==> src/rtl/ahb_params_pkg.sv <==
// AHB-Lite encodings shared by the initiator and the team's AHB slaves.
// Also holds the size clamp and address alignment helpers.
package ahb_params;

  typedef enum logic [1:0] {
    HTRANS_IDLE   = 2'b00,
    HTRANS_BUSY   = 2'b01,
    HTRANS_NONSEQ = 2'b10,
    HTRANS_SEQ    = 2'b11
  } htrans_e;

  localparam logic [2:0] HSIZE_BYTE = 3'b000;
  localparam logic [2:0] HSIZE_HALF = 3'b001;
  localparam logic [2:0] HSIZE_WORD = 3'b010;

  localparam logic [2:0] HBURST_SINGLE = 3'b000;

  localparam logic HRESP_OKAY  = 1'b0;
  localparam logic HRESP_ERROR = 1'b1;

  localparam logic [3:0] HPROT_DEFAULT = 4'b0011;

  // Bus is 32 bits wide, so anything wider is a word.
  function automatic logic [2:0] clamp_size(
    input logic [2:0] sz
  );
    return (sz > HSIZE_WORD) ? HSIZE_WORD : sz;
  endfunction

  function automatic logic [1:0] align_lo(
    input logic [1:0] lo,
    input logic [2:0] sz
  );
    logic [1:0] r;
    r = lo;
    unique case (1'b1)
      (sz == HSIZE_HALF): r = {lo[1], 1'b0};
      (sz == HSIZE_WORD): r = 2'b00;
      default:            r = lo;
    endcase
    return r;
  endfunction

endpackage

==> src/rtl/ahb_master_timeout.sv <==
// Wait-state watchdog: sticky flag after TIMEOUT_CYCLES stalled data-phase
// cycles. Only built with AHB_MASTER_TIMEOUT_EN.
module ahb_master_timeout #(
  parameter int TIMEOUT_CYCLES = 1024
) (
  input  logic HCLK,
  input  logic HRESETn,
  input  logic dp_valid,
  input  logic hready,
  input  logic timeout_clr,
  output logic timeout
);

  localparam int CW = $clog2(TIMEOUT_CYCLES + 1);
  localparam logic [CW-1:0] LIMIT = CW'(TIMEOUT_CYCLES);

  logic [CW-1:0] cnt_q, cnt_d;
  logic          timeout_q, timeout_d;
  logic          stall;

  always_comb begin
    stall     = dp_valid && !hready;
    cnt_d     = '0;
    if (stall) begin
      cnt_d = (cnt_q == LIMIT) ? cnt_q : cnt_q + CW'(1);
    end
    timeout_d = timeout_q || (stall && (cnt_q == LIMIT - CW'(1)));
    if (timeout_clr) begin
      timeout_d = 1'b0;
    end
  end

  always_ff @(posedge HCLK or negedge HRESETn) begin
    if (!HRESETn) begin
      cnt_q     <= '0;
      timeout_q <= 1'b0;
    end else begin
      cnt_q     <= cnt_d;
      timeout_q <= timeout_d;
    end
  end

  assign timeout = timeout_q;

endmodule

==> src/rtl/ahb_lite_master.sv <==
// Pipelined single-transfer AHB-Lite initiator (NONSEQ SINGLE only).
// Optional wait-state watchdog via AHB_MASTER_TIMEOUT_EN.
module ahb_lite_master
  import ahb_params::*;
#(
  parameter int AW = 32
`ifdef AHB_MASTER_TIMEOUT_EN
  , parameter int TIMEOUT_CYCLES = 1024
`endif
) (
  input  logic          HCLK,
  input  logic          HRESETn,
  input  logic          cmd_valid,
  output logic          cmd_ready,
  input  logic          cmd_write,
  input  logic [AW-1:0] cmd_addr,
  input  logic [2:0]    cmd_size,
  input  logic [31:0]   cmd_wdata,
  output logic          rsp_valid,
  output logic [31:0]   rsp_rdata,
  output logic          rsp_err,
  output logic [AW-1:0] HADDR,
  output logic [1:0]    HTRANS,
  output logic [2:0]    HSIZE,
  output logic          HWRITE,
  output logic [2:0]    HBURST,
  output logic [3:0]    HPROT,
  output logic          HMASTLOCK,
  output logic [31:0]   HWDATA,
  input  logic [31:0]   HRDATA,
  input  logic          HREADY,
  input  logic          HRESP
`ifdef AHB_MASTER_TIMEOUT_EN
  , output logic        timeout
  , input  logic        timeout_clr
`endif
);

  logic          ap_valid_q, ap_valid_d;
  logic [AW-1:0] ap_addr_q, ap_addr_d;
  logic [2:0]    ap_size_q, ap_size_d;
  logic          ap_write_q, ap_write_d;
  logic [31:0]   ap_wdata_q, ap_wdata_d;
  logic          dp_valid_q, dp_valid_d;
  logic          dp_write_q, dp_write_d;
  logic [31:0]   dp_wdata_q, dp_wdata_d;
  logic          rsp_valid_q, rsp_valid_d;
  logic          rsp_err_q, rsp_err_d;
  logic [31:0]   rsp_rdata_q, rsp_rdata_d;
  logic          accept;
  logic [2:0]    size_c;

  assign cmd_ready = !ap_valid_q || HREADY;

  always_comb begin
    accept      = cmd_valid && cmd_ready;
    size_c      = clamp_size(cmd_size);
    ap_valid_d  = ap_valid_q;
    ap_addr_d   = ap_addr_q;
    ap_size_d   = ap_size_q;
    ap_write_d  = ap_write_q;
    ap_wdata_d  = ap_wdata_q;
    dp_valid_d  = dp_valid_q;
    dp_write_d  = dp_write_q;
    dp_wdata_d  = dp_wdata_q;
    rsp_valid_d = 1'b0;
    rsp_err_d   = 1'b0;
    rsp_rdata_d = '0;
    if (HREADY) begin
      ap_valid_d = 1'b0;
      dp_valid_d = ap_valid_q;
      dp_write_d = ap_write_q;
      // HWDATA keeps its last value outside write data phases.
      if (ap_valid_q && ap_write_q) begin
        dp_wdata_d = ap_wdata_q;
      end
      if (dp_valid_q) begin
        rsp_valid_d = 1'b1;
        rsp_err_d   = (HRESP == HRESP_ERROR);
        rsp_rdata_d = dp_write_q ? '0 : HRDATA;
      end
    end
    if (accept) begin
      ap_valid_d = 1'b1;
      ap_addr_d  = {cmd_addr[AW-1:2],
                    align_lo(cmd_addr[1:0], size_c)};
      ap_size_d  = size_c;
      ap_write_d = cmd_write;
      ap_wdata_d = cmd_wdata;
    end
  end

  always_ff @(posedge HCLK or negedge HRESETn) begin
    if (!HRESETn) begin
      ap_valid_q  <= 1'b0;
      ap_addr_q   <= '0;
      ap_size_q   <= '0;
      ap_write_q  <= 1'b0;
      ap_wdata_q  <= '0;
      dp_valid_q  <= 1'b0;
      dp_write_q  <= 1'b0;
      dp_wdata_q  <= '0;
      rsp_valid_q <= 1'b0;
      rsp_err_q   <= 1'b0;
      rsp_rdata_q <= '0;
    end else begin
      ap_valid_q  <= ap_valid_d;
      ap_addr_q   <= ap_addr_d;
      ap_size_q   <= ap_size_d;
      ap_write_q  <= ap_write_d;
      ap_wdata_q  <= ap_wdata_d;
      dp_valid_q  <= dp_valid_d;
      dp_write_q  <= dp_write_d;
      dp_wdata_q  <= dp_wdata_d;
      rsp_valid_q <= rsp_valid_d;
      rsp_err_q   <= rsp_err_d;
      rsp_rdata_q <= rsp_rdata_d;
    end
  end

  assign HTRANS    = ap_valid_q ? HTRANS_NONSEQ : HTRANS_IDLE;
  assign HADDR     = ap_addr_q;
  assign HSIZE     = ap_size_q;
  assign HWRITE    = ap_write_q;
  assign HBURST    = HBURST_SINGLE;
  assign HPROT     = HPROT_DEFAULT;
  assign HMASTLOCK = 1'b0;
  assign HWDATA    = dp_wdata_q;
  assign rsp_valid = rsp_valid_q;
  assign rsp_err   = rsp_err_q;
  assign rsp_rdata = rsp_rdata_q;

`ifdef AHB_MASTER_TIMEOUT_EN
  ahb_master_timeout #(
    .TIMEOUT_CYCLES(TIMEOUT_CYCLES)
  ) u_timeout (
    .HCLK       (HCLK),
    .HRESETn    (HRESETn),
    .dp_valid   (dp_valid_q),
    .hready     (HREADY),
    .timeout_clr(timeout_clr),
    .timeout    (timeout)
  );
`endif

endmodule

==> config.mk <==
export PLATFORM = sky130hd
export DESIGN_NAME = ahb_lite_master
export DESIGN_NICKNAME = d
export VERILOG_FILES = /design/src/rtl/ahb_params_pkg.sv /design/src/rtl/ahb_master_timeout.sv /design/src/rtl/ahb_lite_master.sv
export SDC_FILE = /design/constraint.sdc
export NUM_CORES = 1
export LEC_CHECK = 0
export BUFFER_PORTS_ARGS = -buffer_cell sky130_fd_sc_hd__buf_2
export CAP_MARGIN = 20
export CORE_MARGIN = 5
export CORE_UTILIZATION = 35
export DETAILED_ROUTE_END_ITERATION = 10
export GPL_ROUTABILITY_DRIVEN = 0
export SKIP_CTS_REPAIR_TIMING = 1
export SYNTH_ARGS = -nofsm -noshare
export SYNTH_HDL_FRONTEND = slang
export SYNTH_SLANG_ARGS = --single-unit
==> constraint.sdc <==
create_clock -name HCLK -period 1.5 [get_ports HCLK]
set_clock_uncertainty 0.2 [all_clocks]
set_input_delay 0.15 -clock HCLK [delete_from_list [all_inputs] [get_ports HCLK]]
set_output_delay 0.15 -clock HCLK [all_outputs]
set_load 0.01 [all_outputs]
### Word-level counts from Yosys, hierarchy flattened

Cells that the tools add are included.

| storage, ports and cells | value |
|---|---|
| bits in registers | 137 |

| operators by class | value |
|---|---|
| order comparisons | 1 |
| reduce and logical (&&, ||, !) cells | 6 |
| mux-type cells | 12 |
| equality and inequality tests | 2 |

Operators with widths:

| operator | count |
|---|---|
| 32-bit two-way mux | 3 |
| 1-bit two-way mux | 6 |
| 2-bit case mux with 2 select lines | 1 |
| 3-bit by 1-bit == test with 1-bit output (second input constant) | 1 |
| 3-bit by 2-bit == test with 1-bit output (second input constant) | 1 |
| 3-bit by 2-bit > comparator with 1-bit output (second input constant) | 1 |
| 3-bit two-way mux | 1 |
| 1-bit logical AND | 2 |
| 2-bit two-way mux | 1 |
| 2-bit AND reduction | 1 |
| 2-bit nonzero test | 1 |
| 1-bit logical NOT | 1 |
| 1-bit logical OR | 1 |

### Depth between registers and ports, before layout

Gate-level depths: netlist of run 1.

| depth | value |
|---|---|
| depth after elaboration | 4 |
| gate-level depth with buffers | 6 |

### Worst setup path before layout of run 1

No wires, ideal clock.

| path | value |
|---|---|
| path kind | register to register |
| from | register ap_valid_q |
| to | register ap_addr_q[25], in the netlist HADDR[25] |
| path slack | -0.155 ns |
| stages on the path, launching flop included | 7 |
| period minus slack after synthesis | 1.655 ns |
| data arrival time | 1.330 ns |
| setup time | 0.125 ns |
| path buffers | 3 |
| required time | 1.175 ns |
| cells stage by stage | dfrtp_1 > nand2b_4 > and2_4 > buf_6 > buf_6 > buf_6 > mux2_4 |

| on the way | value |
|---|---|
| word-level cells in the longest chain between the ends | 3 |

Ends and longest elaborated chain:

| element | line | RTL |
|---|---|---|
| start: declaration | ahb_lite_master.sv:39 | `logic ap_valid_q, ap_valid_d;` |
| start signal: assignment | ahb_lite_master.sv:107 | `ap_valid_q <= ap_valid_d;` |
| 1-bit logical NOT | ahb_lite_master.sv:53 | `assign cmd_ready = !ap_valid_q \|\| HREADY;` |
| 1-bit logical OR | ahb_lite_master.sv:53 |  |
| named net cmd_ready | ahb_lite_master.sv:14 | `output logic cmd_ready,` |
| 1-bit logical AND | ahb_lite_master.sv:56 | `accept = cmd_valid && cmd_ready;` |
| end signal: assignment | ahb_lite_master.sv:108 | `ap_addr_q <= ap_addr_d;` |
| end: declaration | ahb_lite_master.sv:40 | `logic [AW-1:0] ap_addr_q, ap_addr_d;` |

The timed path passes the listed nets, and every way through them passes these cells.
A chain may end at the register's enable or synchronous reset.

### Final worst setup path of run 1

| path | value |
|---|---|
| from | register ap_valid_q |
| to | register ap_wdata_q[31] |

| on the way | value |
|---|---|
| word-level cells in the longest chain between the ends | 3 |

Ends and longest elaborated chain:

| element | line | RTL |
|---|---|---|
| 1-bit logical NOT | ahb_lite_master.sv:53 |  |
| 1-bit logical OR | ahb_lite_master.sv:53 |  |
| 1-bit logical AND | ahb_lite_master.sv:56 |  |
| end signal: assignment | ahb_lite_master.sv:111 | `ap_wdata_q <= ap_wdata_d;` |
| end: declaration | ahb_lite_master.sv:43 | `logic [31:0] ap_wdata_q, ap_wdata_d;` |

Every way passes these cells.

==> results of run 1 <==
==> cells by family (layout without fill, tap and decap cells) <==
| group | count (synthesis) | after routing | synth area share, % |
|---|---|---|---|
| AO/OA/AOI/OAI | 4 | 4 | 0.3928 |
| buffers and inverters | 26 | 366 | 3.781 |
| flip-flops | 137 | 137 | 67.27 |
| multiplexers | 98 | 98 | 22.83 |
| other | 2 | 9 | 0.1474 |
| AND/OR/NAND/NOR | 44 | 44 | 5.573 |
==> flip-flops by register name (all words and copies together) (netlist names) <==
signal / cells
HSIZE: 3
dp_valid_q: 1
ap_wdata_q: 32
rsp_err: 1
HWDATA: 32
HADDR: 32
dp_write_q: 1
rsp_valid: 1
rsp_rdata: 32
ap_valid_q: 1
HWRITE: 1
==> cells in the mapped netlist <==
cell type	instances
buf_12	1
and2_4	1
nand2b_1	1
and2_1	33
mux2_4	16
a21oi_1	2
nor2b_1	2
mux2_2	82
buf_4	14
inv_1	2
nor2_1	1
nor4b_1	1
dfrtp_1	137
nand2b_4	1
nand4_1	2
buf_2	3
clkbuf_1	3
conb_1	2
o21ai_0	2
and3_1	1
nand3_1	1
buf_6	3
==> layout make-up <==
| cell class | count | area, sq um |
|---|---|---|
| clock buffers | 21 | 460.4 |
| clock inverters | 11 | 193.9 |
| fillers | 1115 | 6037 |
| inverters | 2 | 7.507 |
| multi-input cells | 155 | 1679 |
| flip-flops and latches | 137 | 3428 |
| well taps | 184 | 230.2 |
| repair buffers | 332 | 2387 |
==> layer usage <==
metal | routed length, um | GRT usage, %
met1 | 5153 | 16.00
met2 | 6851 | 22.28
met3 | 1093 | 6.504
met4 | 134 | 4.900
met5 | 0 | 0
==> final timing paths <==
kind	to	slack [ns]	startpoint	depth (start not counted)
min reg2reg	HWDATA[19]	0.30	ap_wdata_q[19]	1
min in group asynchronous	rsp_rdata[13]	0	HRESETn	2
max in group asynchronous	rsp_rdata[11]	0.57	HRESETn	3
min	ap_valid_q	-0.01	HREADY	4
max reg2reg	ap_wdata_q[31]	-0.06	ap_valid_q	4
max	ap_wdata_q[31]	-0.06	ap_valid_q	4
==> power by group through the flow <==
stage          clock (mW)  sequential (mW)  combinational [mW]
2_1_floorplan           0             4.95               0.801
3_3_place_gp            0             4.71                1.96
3_5_place_dp            0             4.74                2.00
4_1_cts              4.67             4.68                2.01
5_1_grt              4.86             4.79                2.64
6_report             4.56             4.71                2.44
==> critical path: cells and delay by family (launching register included) <==
| family | cells | cell delay (ns) |
|---|---|---|
| AND/OR/NAND/NOR | 2 | 0.27 |
| flip-flops | 1 | 0.41 |
| buffers and inverters | 1 | 0.18 |
| multiplexers | 1 | 0.35 |
==> out/summary.log, run 1 <==
qor: logic_synthesis.avgSynthCellArea 16.39 sq um
qor: grt.first_global_vias 3,544
qor: route.detail-route-antenna-nets 0
qor: logic_synthesis.post_synth_main_area_contributors dfrtp_1, mux2_2, mux2_4
qor: layout.mostFrequentLayoutCell buf_2
qor: logic_synthesis.post-synth-top-area-cell dfrtp_1
qor: sta.final.setup.tns -1.972 ns
qor: route.drcViolationCount 0
qor: power_and_ir_drop.switchingPower 2.840 mW
qor: sta.setup_slack -0.05879 ns
qor: flow_run.max-cap-violations 0
qor: clock_network.clock_path_buffers 2
qor: worst_hold_path.min-delay-path-class input pin to register
qor: sta.min_period 1.559 ns
qor: place.buffer_ports.inserted 208
qor: route.wl_per_cell 15.72 um
qor: layout.p_r_area_growth_vs_syn 64.57%
qor: layout.postLayoutCellArea 8387 sq um
qor: logic_synthesis.postSynthCellCount 311
qor: clock_network.clock_insertion_delay_worst_skew 0.40 ns
qor: die.initial_core_util 35.33%
qor: grt.grt_usage 13.73%
qor: power_and_ir_drop.power_per_cell_area 1396 nW/um^2
qor: sta.drv_slew 0
qor: power_and_ir_drop.power_leakage 4.274 nW
qor: worst_setup_path.crit_arrival 1.64 ns
qor: clock_network.tritoncts built
qor: die.floorplan.die.height 130.7 um
qor: logic_synthesis.mappedNetlistArea 5096 sq um
qor: route.drt-initial-drc-count 84
qor: sta.fmax 0.6415 GHz
qor: power_and_ir_drop.power.sequential.fraction 40.2%
qor: worst_setup_path.cp_slowest_cell dfrtp_1
qor: die.rows 44
qor: grt.pin_count_of_the_biggest_net_entering_global_routing 43
qor: grt.total_congestion_overflow 0
qor: logic_synthesis.yosys.area.top_type_share 67.27%
qor: worst_setup_path.required 1.58 ns
qor: sta.timing.final.hold_violations 1
qor: die.die_x 130.7 um
qor: worst_setup_path.worstPathMaxFanout 23
qor: layout.num-nets-final 750
qor: layout.drive_above_1_share 54.41%
qor: sta.grt_setup_unrepaired yes
qor: outcome.outcome finished with violations
qor: power_and_ir_drop.internal_power 8.866 mW
qor: worst_setup_path.criticalPathCategory register to register
qor: logic_synthesis.synth_sequential_area_ratio 67.27%
qor: grt.antenna_violations_before_repair 0
qor: clock_network.root_cell_of_the_clock_tree clkbuf_16
qor: logic_synthesis.synth.distinct_cells 22
qor: route.avg_vias_per_cell 4.340
qor: route.drt_first_pass_iters 4
qor: logic_synthesis.ys_ff_latch 137
qor: layout.most_frequent_cells_in_the_layout buf_2, dfrtp_1, dlygate4sd3_1, mux2_4, mux2_2
qor: die.core_region_area 14,420 sq um
qor: clock_network.cts_buffers 17
qor: worst_setup_path.critical_path.startpoint_type register
qor: power_and_ir_drop.p_total 11.71 mW
qor: die.dieArea 17,070 sq um
qor: place.placement.setup.worst_slack -0.04407 ns
qor: worst_setup_path.crit_chain nand2b_4 -> and2_4 -> buf_12 -> mux2_2
qor: sta.final_min_period_over_clock_period 103.9%
qor: layout.num_antenna_cells 0
qor: sta.holdWs -0.01257 ns
qor: grt.wire_length_of_the_first_global_routing_pass 17,950 um
qor: route.detail_route.wirelength 13,230 um
qor: power_and_ir_drop.power.share.combinational 20.9%
qor: layout.final-instance-count-excl-fill 842
qor: clock_network.htree_levels 4
qor: worst_setup_path.worst_path_largest_cell_delay 0.41 ns
qor: place.postPlaceCellArea 6427 sq um
qor: power_and_ir_drop.sw_frac_of_total 24.26%
qor: layout.post_layout_util 58.15%
qor: outcome.failed_checks hold timing, setup timing
qor: place.detailedPlacementHpwl 8663 um
qor: clock_network.cts.sinks 137
qor: place.post-place-cells 702
qor: logic_synthesis.yosys_warnings 0
qor: sta.setup_viol_count_final 84
qor: die.floorplan.io_pins 218
qor: route.dr_total_vias 3,654
qor: clock_network.clkTransAtPathRegs 0.05 ns
qor: worst_setup_path.critical_path.endpoint_type register
qor: power_and_ir_drop.clockPowerShare 38.9%
qor: power_and_ir_drop.ir_worst_vdd 0.8582 mV
Power figures use the tool's default switching activity.
==> run 2: changes to the inputs <==
--- a/config.mk
+++ b/config.mk
@@ -11,6 +11,7 @@
 export CORE_UTILIZATION = 35
 export DETAILED_ROUTE_END_ITERATION = 10
 export GPL_ROUTABILITY_DRIVEN = 0
+export SETUP_SLACK_MARGIN = 0.5
 export SKIP_CTS_REPAIR_TIMING = 1
 export SYNTH_ARGS = -nofsm -noshare
 export SYNTH_HDL_FRONTEND = slang
==> run 2 against run 1 <==
The flow still finishes with violations (hold timing, setup timing); global-route usage shrank 0.52 points; maximum frequency shrank 0.13%; die area is the same; wire length shrank 1.2%; setup slack lost 0.0020 ns; final cell count grew 0.59%; non-clock buffer count grew 4; hold slack lost 0.57 ns; critical endpoint is now HADDR[7]; largest cell class unchanged; highest routed layer unchanged.
==> out/summary.log, run 2 (synthesized netlist as in run 1, its figures left out) <==
qor: sta.grt_setup_unrepaired yes [unchanged]
qor: sta.setup_viol_count_final 86 [was 84]
qor: route.dr_total_vias 3,698 [was 3,654]
qor: sta.timing.final.hold_violations 146 [was 1]
qor: route.drt_first_pass_iters 4 [unchanged]
qor: grt.pin_count_of_the_biggest_net_entering_global_routing 49 [was 43]
qor: worst_setup_path.rr_endpoint HADDR[7] [was ap_wdata_q[31]]
qor: sta.setup_slack -0.06081 ns [was -0.05879 ns]
qor: die.core_region_area 14,420 sq um [unchanged]
qor: die.rows 44 [unchanged]
qor: power_and_ir_drop.ir_worst_vdd 0.7104 mV [was 0.8582 mV]
qor: worst_setup_path.setup.reg_to_reg.worst_slack -0.06 ns [about the same]
qor: layout.drive_above_1_share 61.24% [was 54.41%]
qor: power_and_ir_drop.power_per_cell_area 1354 nW/um^2 [was 1396 nW/um^2]
qor: place.detailedPlacementHpwl 8067 um [was 8663 um]
qor: route.drcViolationCount 0 [unchanged]
qor: worst_setup_path.worstRegToRegCells 4 [unchanged]
qor: grt.wire_length_of_the_first_global_routing_pass 17,360 um [was 17,950 um]
qor: layout.final-instance-count-excl-fill 847 [was 842]
qor: worst_setup_path.required 1.58 ns [about the same]
qor: flow_run.max-cap-violations 0 [unchanged]
qor: layout.p_r_area_growth_vs_syn 67.44% [was 64.57%]
qor: outcome.failed_checks hold timing, setup timing [unchanged]
qor: sta.drv_slew 0 [unchanged]
qor: worst_setup_path.critical_path.endpoint_type register [unchanged]
qor: worst_setup_path.worstPathMaxFanout 32 [was 23]
qor: grt.total_congestion_overflow 0 [unchanged]
qor: worst_setup_path.criticalPathCategory register to register [unchanged]
qor: layout.num_antenna_cells 0 [unchanged]
qor: worst_setup_path.crit_arrival 1.65 ns [was 1.64 ns]
qor: sta.holdWs -0.5809 ns [was -0.01257 ns]
qor: worst_setup_path.r2r-start ap_valid_q [unchanged]
qor: clock_network.clock_insertion_delay_worst_skew 0.41 ns [was 0.40 ns]
qor: grt.first_global_vias 3,446 [was 3,544]
qor: place.post-place-cells 699 [was 702]
qor: layout.post_layout_util 59.16% [was 58.15%]
qor: power_and_ir_drop.power_leakage 4.202 nW [was 4.274 nW]
qor: clock_network.htree_levels 4 [unchanged]
qor: outcome.outcome finished with violations [unchanged]
qor: power_and_ir_drop.p_total 11.55 mW [was 11.71 mW]
qor: route.wl_per_cell 15.44 um [was 15.72 um]
qor: layout.fillers 1,142 [was 1,115]
qor: clock_network.cts_buffers 17 [unchanged]
qor: route.detail-route-antenna-nets 0 [unchanged]
qor: sta.final_min_period_over_clock_period 104.1% [was 103.9%]
qor: route.avg_vias_per_cell 4.366 [was 4.340]
qor: layout.most_frequent_cells_in_the_layout buf_2, dfrtp_1, dlygate4sd3_1, mux2_2, buf_6 [was buf_2, dfrtp_1, dlygate4sd3_1, mux2_4, mux2_2]
qor: worst_setup_path.critical_path.startpoint_type register [unchanged]
qor: die.floorplan.io_pins 218 [unchanged]
qor: route.detail_route.wirelength 13,080 um [was 13,230 um]
qor: clock_network.clkTransAtPathRegs 0.06 ns [was 0.05 ns]
qor: layout.num-nets-final 755 [was 750]
qor: sta.fmax 0.6407 GHz [was 0.6415 GHz]
qor: grt.grt_usage 13.21% [was 13.73%]
qor: clock_network.clock_path_buffers 2 [unchanged]
qor: die.die_x 130.7 um [unchanged]
qor: worst_hold_path.min-delay-path-class input pin to asynchronous set/reset pin [was input pin to register]
qor: die.initial_core_util 35.33% [unchanged]
qor: grt.antenna_violations_before_repair 0 [unchanged]
qor: clock_network.tritoncts built [unchanged]
qor: die.dieArea 17,070 sq um [unchanged]
qor: clock_network.cts.sinks 137 [unchanged]
qor: layout.mostFrequentLayoutCell buf_2 [unchanged]
qor: route.drt-initial-drc-count 141 [was 84]
qor: place.buffer_ports.inserted 208 [unchanged]
qor: die.floorplan.die.height 130.7 um [unchanged]
qor: clock_network.root_cell_of_the_clock_tree clkbuf_16 [unchanged]
qor: sta.min_period 1.561 ns [was 1.559 ns]
-- run 2: cell type report --
cell class | instances | area [sq um] | share of cell area, %
sequential | 137 | 3431 | 40.21
timing repair buffer | 336 | 2619 | 30.69
multi-input combinational | 156 | 1630 | 19.11
clock buffer | 21 | 470.5 | 5.513
tap | 184 | 230.2 | 2.698
clock inverter | 11 | 145.1 | 1.701
inverter | 2 | 7.507 | 0.08798
-- run 2: layer usage --
metal  track usage [%]  wire length (um)  up-vias
met4             5.021               243        0
li1                  -                 -     1714
met2             20.98              6800      129
met5                 0                 0        -
met3             6.463               994       16
met1             15.51              5041     1839
-- run 2: worst max path at each step --
stage | start | end | slack [ns] | cells after the start
2_1_floorplan | ap_valid_q | HADDR[15] | -0.14 | 6
4_1_cts | ap_valid_q | HADDR[11] | -0.07 | 4
3_5_place_dp | ap_valid_q | HADDR[11] | -0.06 | 4
3_3_place_gp | ap_valid_q | ap_wdata_q[14] | -0.03 | 4
6_report | ap_valid_q | HADDR[7] | -0.06 | 4
5_1_grt | ap_valid_q | HADDR[11] | -0.12 | 4
-- run 2: through the flow --
step           area, sq um  setup WS (ns)  TNS, ns
2_1_floorplan         5179        -0.1355   -4.975
3_3_place_gp          6400       -0.03288   -1.674
3_5_place_dp          6400       -0.05640   -2.331
4_1_cts               7015       -0.07120   -3.574
5_1_grt               8533        -0.1241   -8.907
6_report              8533       -0.06081   -2.503
-- run 2: worst max-delay path, cell delays in order (launching register included) --
cell and delay, ns:
dfrtp_1 0.40, nand2b_4 0.08, and2_4 0.17, buf_12 0.21
mux2_2 0.36
-- run 2: report_power, final --
group / internal [mW] / total (mW) / switching [mW]
logic: 1.60 / 2.60 / 1.00
clock network: 2.74 / 4.24 / 1.50
registers: 4.36 / 4.71 / 0.354
==> run 3: changes to the inputs <==
--- a/config.mk
+++ b/config.mk
@@ -5,14 +5,14 @@
 export SDC_FILE = /design/constraint.sdc
 export NUM_CORES = 1
 export LEC_CHECK = 0
-export BUFFER_PORTS_ARGS = -buffer_cell sky130_fd_sc_hd__buf_2
 export CAP_MARGIN = 20
-export CORE_MARGIN = 5
 export CORE_UTILIZATION = 35
 export DETAILED_ROUTE_END_ITERATION = 10
+export DONT_BUFFER_PORTS = 1
 export GPL_ROUTABILITY_DRIVEN = 0
 export SETUP_SLACK_MARGIN = 0.5
 export SKIP_CTS_REPAIR_TIMING = 1
 export SYNTH_ARGS = -nofsm -noshare
 export SYNTH_HDL_FRONTEND = slang
+export SYNTH_HIERARCHICAL = 1
 export SYNTH_SLANG_ARGS = --single-unit
==> run 3 against run 2 <==
The run still ends with hold timing, setup timing left; cell area is 15% lower; non-clock buffer count is 223 lower; sequential share of layout area is 7.3 points higher; hold slack worse by 0.18 ns; synthesized cell count stayed put; clock power hardly changed; critical endpoint is now ap_wdata_q[5].
==> out/summary.log, run 3 <==
qor: logic_synthesis.ys_ff_latch 137 [unchanged]
qor: sta.holdWs -0.7615 ns [was -0.5809 ns]
qor: layout.num_antenna_cells 0 [unchanged]
qor: sta.slew_headroom 65.12%
qor: outcome.outcome finished with violations [unchanged]
qor: grt.first_global_vias 2,667 [was 3,446]
qor: route.drcViolationCount 0 [unchanged]
qor: logic_synthesis.post-synth-top-area-cell dfrtp_1 [unchanged]
qor: die.die_x 122.7 um [was 130.7 um]
qor: place.buffer_ports.inserted 0 [was 208]
qor: logic_synthesis.postSynthCellCount 311 [unchanged]
qor: layout.drive_above_1_share 41.14% [was 61.24%]
qor: route.detail-route-antenna-nets 0 [unchanged]
qor: place.postPlaceCellArea 5285 sq um [was 6400 sq um]
qor: sta.timing.final.hold_violations 145 [was 146]
qor: sta.grt_setup_unrepaired yes [unchanged]
qor: layout.postLayoutCellArea 7211 sq um [was 8533 sq um]
qor: grt.grt_usage 13.10% [was 13.21%]
qor: route.wl_per_cell 18.31 um [was 15.44 um]
qor: route.drt-initial-drc-count 92 [was 141]
qor: worst_setup_path.setup.reg_to_reg.worst_slack -0.11 ns [was -0.06 ns]
qor: worst_setup_path.worstSetupPathDepth 4 [unchanged]
qor: sta.min_period 1.608 ns [was 1.561 ns]
qor: logic_synthesis.synth_enable_flop_cells 0 [unchanged]
qor: sta.setup_slack -0.1083 ns [was -0.06081 ns]
qor: power_and_ir_drop.power_per_cell_area 1470 nW/um^2 [was 1354 nW/um^2]
qor: die.initial_core_util 36.29% [was 35.33%]
qor: clock_network.tritoncts built [unchanged]
qor: place.detailedPlacementHpwl 6330 um [was 8067 um]
qor: power_and_ir_drop.power.sequential.fraction 47.7% [was 40.8%]
qor: power_and_ir_drop.internal_power 7.988 mW [was 8.699 mW]
qor: clock_network.cts_buffers 17 [unchanged]
qor: layout.p_r_area_growth_vs_syn 41.49% [was 67.44%]
qor: layout.fillers 1,125 [was 1,142]
qor: layout.num-nets-final 532 [was 755]
qor: worst_setup_path.r2r-start ap_valid_q [unchanged]
qor: worst_setup_path.worstPathMaxFanout 27 [was 32]
qor: power_and_ir_drop.p_total 10.60 mW [was 11.55 mW]
qor: worst_setup_path.crit_chain nand2b_4 -> and2_4 -> buf_12 -> mux2_2 [unchanged]
qor: layout.most_frequent_cells_in_the_layout dfrtp_1, dlygate4sd3_1, mux2_2, mux2_4, and2_4 [was buf_2, dfrtp_1, dlygate4sd3_1, mux2_2, buf_6]
qor: layout.mostFrequentLayoutCell dfrtp_1 [was buf_2]
qor: sta.fmax 0.6218 GHz [was 0.6407 GHz]
qor: sta.final_min_period_over_clock_period 107.2% [was 104.1%]
qor: grt.wire_length_of_the_first_global_routing_pass 14,120 um [was 17,360 um]
qor: logic_synthesis.yosys.area.top_type_share 67.27% [unchanged]
qor: worst_setup_path.crit_arrival 1.70 ns [was 1.65 ns]
qor: logic_synthesis.synth.most_common_cell dfrtp_1 [unchanged]
qor: power_and_ir_drop.power.share.combinational 12.5% [was 22.5%]
qor: worst_setup_path.crit_path_start ap_valid_q [unchanged]
qor: worst_setup_path.critical_path.top_delay_family flip-flops [unchanged]
qor: worst_setup_path.worstRegToRegCells 4 [unchanged]
qor: die.core_region_area 14,040 sq um [was 14,420 sq um]
qor: worst_setup_path.critical_path.startpoint_type register [unchanged]
qor: grt.total_congestion_overflow 0 [unchanged]
qor: power_and_ir_drop.power_leakage 3.267 nW [was 4.202 nW]
qor: power_and_ir_drop.sw_frac_of_total 24.66% [was 24.70%]
qor: clock_network.root_cell_of_the_clock_tree clkbuf_16 [unchanged]
qor: clock_network.clock_insertion_delay_worst_skew 0.41 ns [about the same]
qor: worst_setup_path.criticalPathCategory register to register [unchanged]
qor: power_and_ir_drop.clockPowerShare 39.8% [was 36.7%]
qor: logic_synthesis.mappedNetlistArea 5096 sq um [unchanged]
qor: sta.final.setup.tns -4.593 ns [was -2.503 ns]
qor: route.dr_total_vias 2,908 [was 3,698]
qor: clock_network.htree_levels 4 [unchanged]
qor: die.rows 43 [was 44]
qor: worst_setup_path.cp_slowest_cell dfrtp_1 [unchanged]
qor: logic_synthesis.synth_sequential_area_ratio 67.27% [unchanged]
qor: grt.pin_count_of_the_biggest_net_entering_global_routing 138 [was 49]
qor: sta.setup_viol_count_final 96 [was 86]
qor: die.dieArea 15,050 sq um [was 17,070 sq um]
qor: clock_network.clock_path_buffers 2 [unchanged]
qor: logic_synthesis.synth.distinct_cells 22 [unchanged]
qor: sta.drv_slew 0 [unchanged]
qor: worst_setup_path.required 1.59 ns [was 1.58 ns]
qor: worst_hold_path.min-delay-path-class input pin to asynchronous set/reset pin [unchanged]
qor: clock_network.clkTransAtPathRegs 0.06 ns [about the same]
qor: clock_network.cts.sinks 137 [unchanged]
qor: route.drt_first_pass_iters 4 [unchanged]
qor: logic_synthesis.post_synth_main_area_contributors dfrtp_1, mux2_2, mux2_4 [unchanged]
qor: worst_setup_path.worst_path_largest_cell_delay 0.41 ns [was 0.40 ns]
qor: flow_run.max-cap-violations 0 [unchanged]
qor: power_and_ir_drop.ir_worst_vdd 0.7288 mV [was 0.7104 mV]
qor: logic_synthesis.avgSynthCellArea 16.39 sq um [unchanged]
qor: power_and_ir_drop.switchingPower 2.615 mW [was 2.854 mW]
qor: worst_setup_path.critical_path.endpoint_type register [unchanged]
qor: sta.tightestPinTransition 0.5159 ns
qor: route.avg_vias_per_cell 4.690 [was 4.366]
qor: logic_synthesis.ys.flop_type dfrtp_1 [unchanged]
qor: die.floorplan.die.height 122.7 um [was 130.7 um]
qor: worst_setup_path.cp_num_buf_inv 1 [unchanged]
qor: outcome.failed_checks hold timing, setup timing [unchanged]
qor: grt.antenna_violations_before_repair 0 [unchanged]
qor: logic_synthesis.yosys_warnings 6 [was 0]
qor: place.placement.setup.worst_slack -0.08985 ns [was -0.05640 ns]
qor: die.floorplan.io_pins 218 [unchanged]
qor: logic_synthesis.ys_async_sr_fraction 100.0% [unchanged]
qor: route.detail_route.wirelength 11,350 um [was 13,080 um]
qor: logic_synthesis.synth_commonest_cells dfrtp_1, mux2_2, and2_1 [unchanged]
==> run 3: worst paths after layout <==
check                           endpoint
setup / recovery           ap_wdata_q[5]
hold / removal                 HADDR[14]
setup reg to reg           ap_wdata_q[5]
hold reg to reg                HWDATA[9]
max in group asynchronous       HADDR[6]
min in group HCLK          ap_wdata_q[8]
==> run 3: power groups by stage <==
stage | clock network (mW) | registers (mW) | logic [mW]
after floorplan | 0 | 4.95 | 0.826
after global placement | 0 | 5.09 | 0.854
after global routing | 4.52 | 5.15 | 1.43
after CTS | 4.35 | 5.05 | 0.909
after detailed placement | 0 | 5.11 | 0.910
final | 4.22 | 5.06 | 1.32
==> run 3: cells by family after synthesis <==
group,synth area share (%)
buffers and inverters,3.781
muxes,22.83
AOI/OAI and AO/OA,0.3928
and+or+nand+nor,5.573
other,0.1474
DFF,67.27
==> run 3: routing by layer <==
metal | wire length (um) | track usage, % | up-vias
li1 | - | - | 1270
met1 | 4254 | 13.37 | 1486
met2 | 5933 | 20.89 | 138
met3 | 966 | 7.853 | 14
met4 | 196 | 7.012 | 0
met5 | 0 | 0 | -
==> run 3: layout make-up <==
| type | instances | area (sq um) | area share [%] |
|---|---|---|---|
| well taps | 180 | 225.2 | 3.123 |
| flip-flops and latches | 137 | 3428 | 47.54 |
| clock inverters | 11 | 146.4 | 2.030 |
| repair buffers | 113 | 1254 | 17.39 |
| clock buffers | 21 | 460.4 | 6.386 |
| inverters | 2 | 7.507 | 0.1041 |
| multi-input cells | 156 | 1689 | 23.43 |
==> run 3: metrics by stage <==
stage / cells / util [%] / hold WS, ns
final: 620 / 51.35 / -0.7615
after global routing: 620 / 51.35 / -0.7940
after CTS: 514 / 41.96 / -0.7925
after detailed placement: 482 / 37.64 / -0.3430
after global placement: 482 / 37.64 / -0.3429
after floorplan: 318 / - / -0.3456
==> run 3: worst register-to-register path, delay by kind of cell, from the launching register on <==
family,cells,cell delay [ns]
flip-flops,1,0.41
buffers and inverters,1,0.21
AND/OR/NAND/NOR,2,0.27
multiplexers,1,0.40
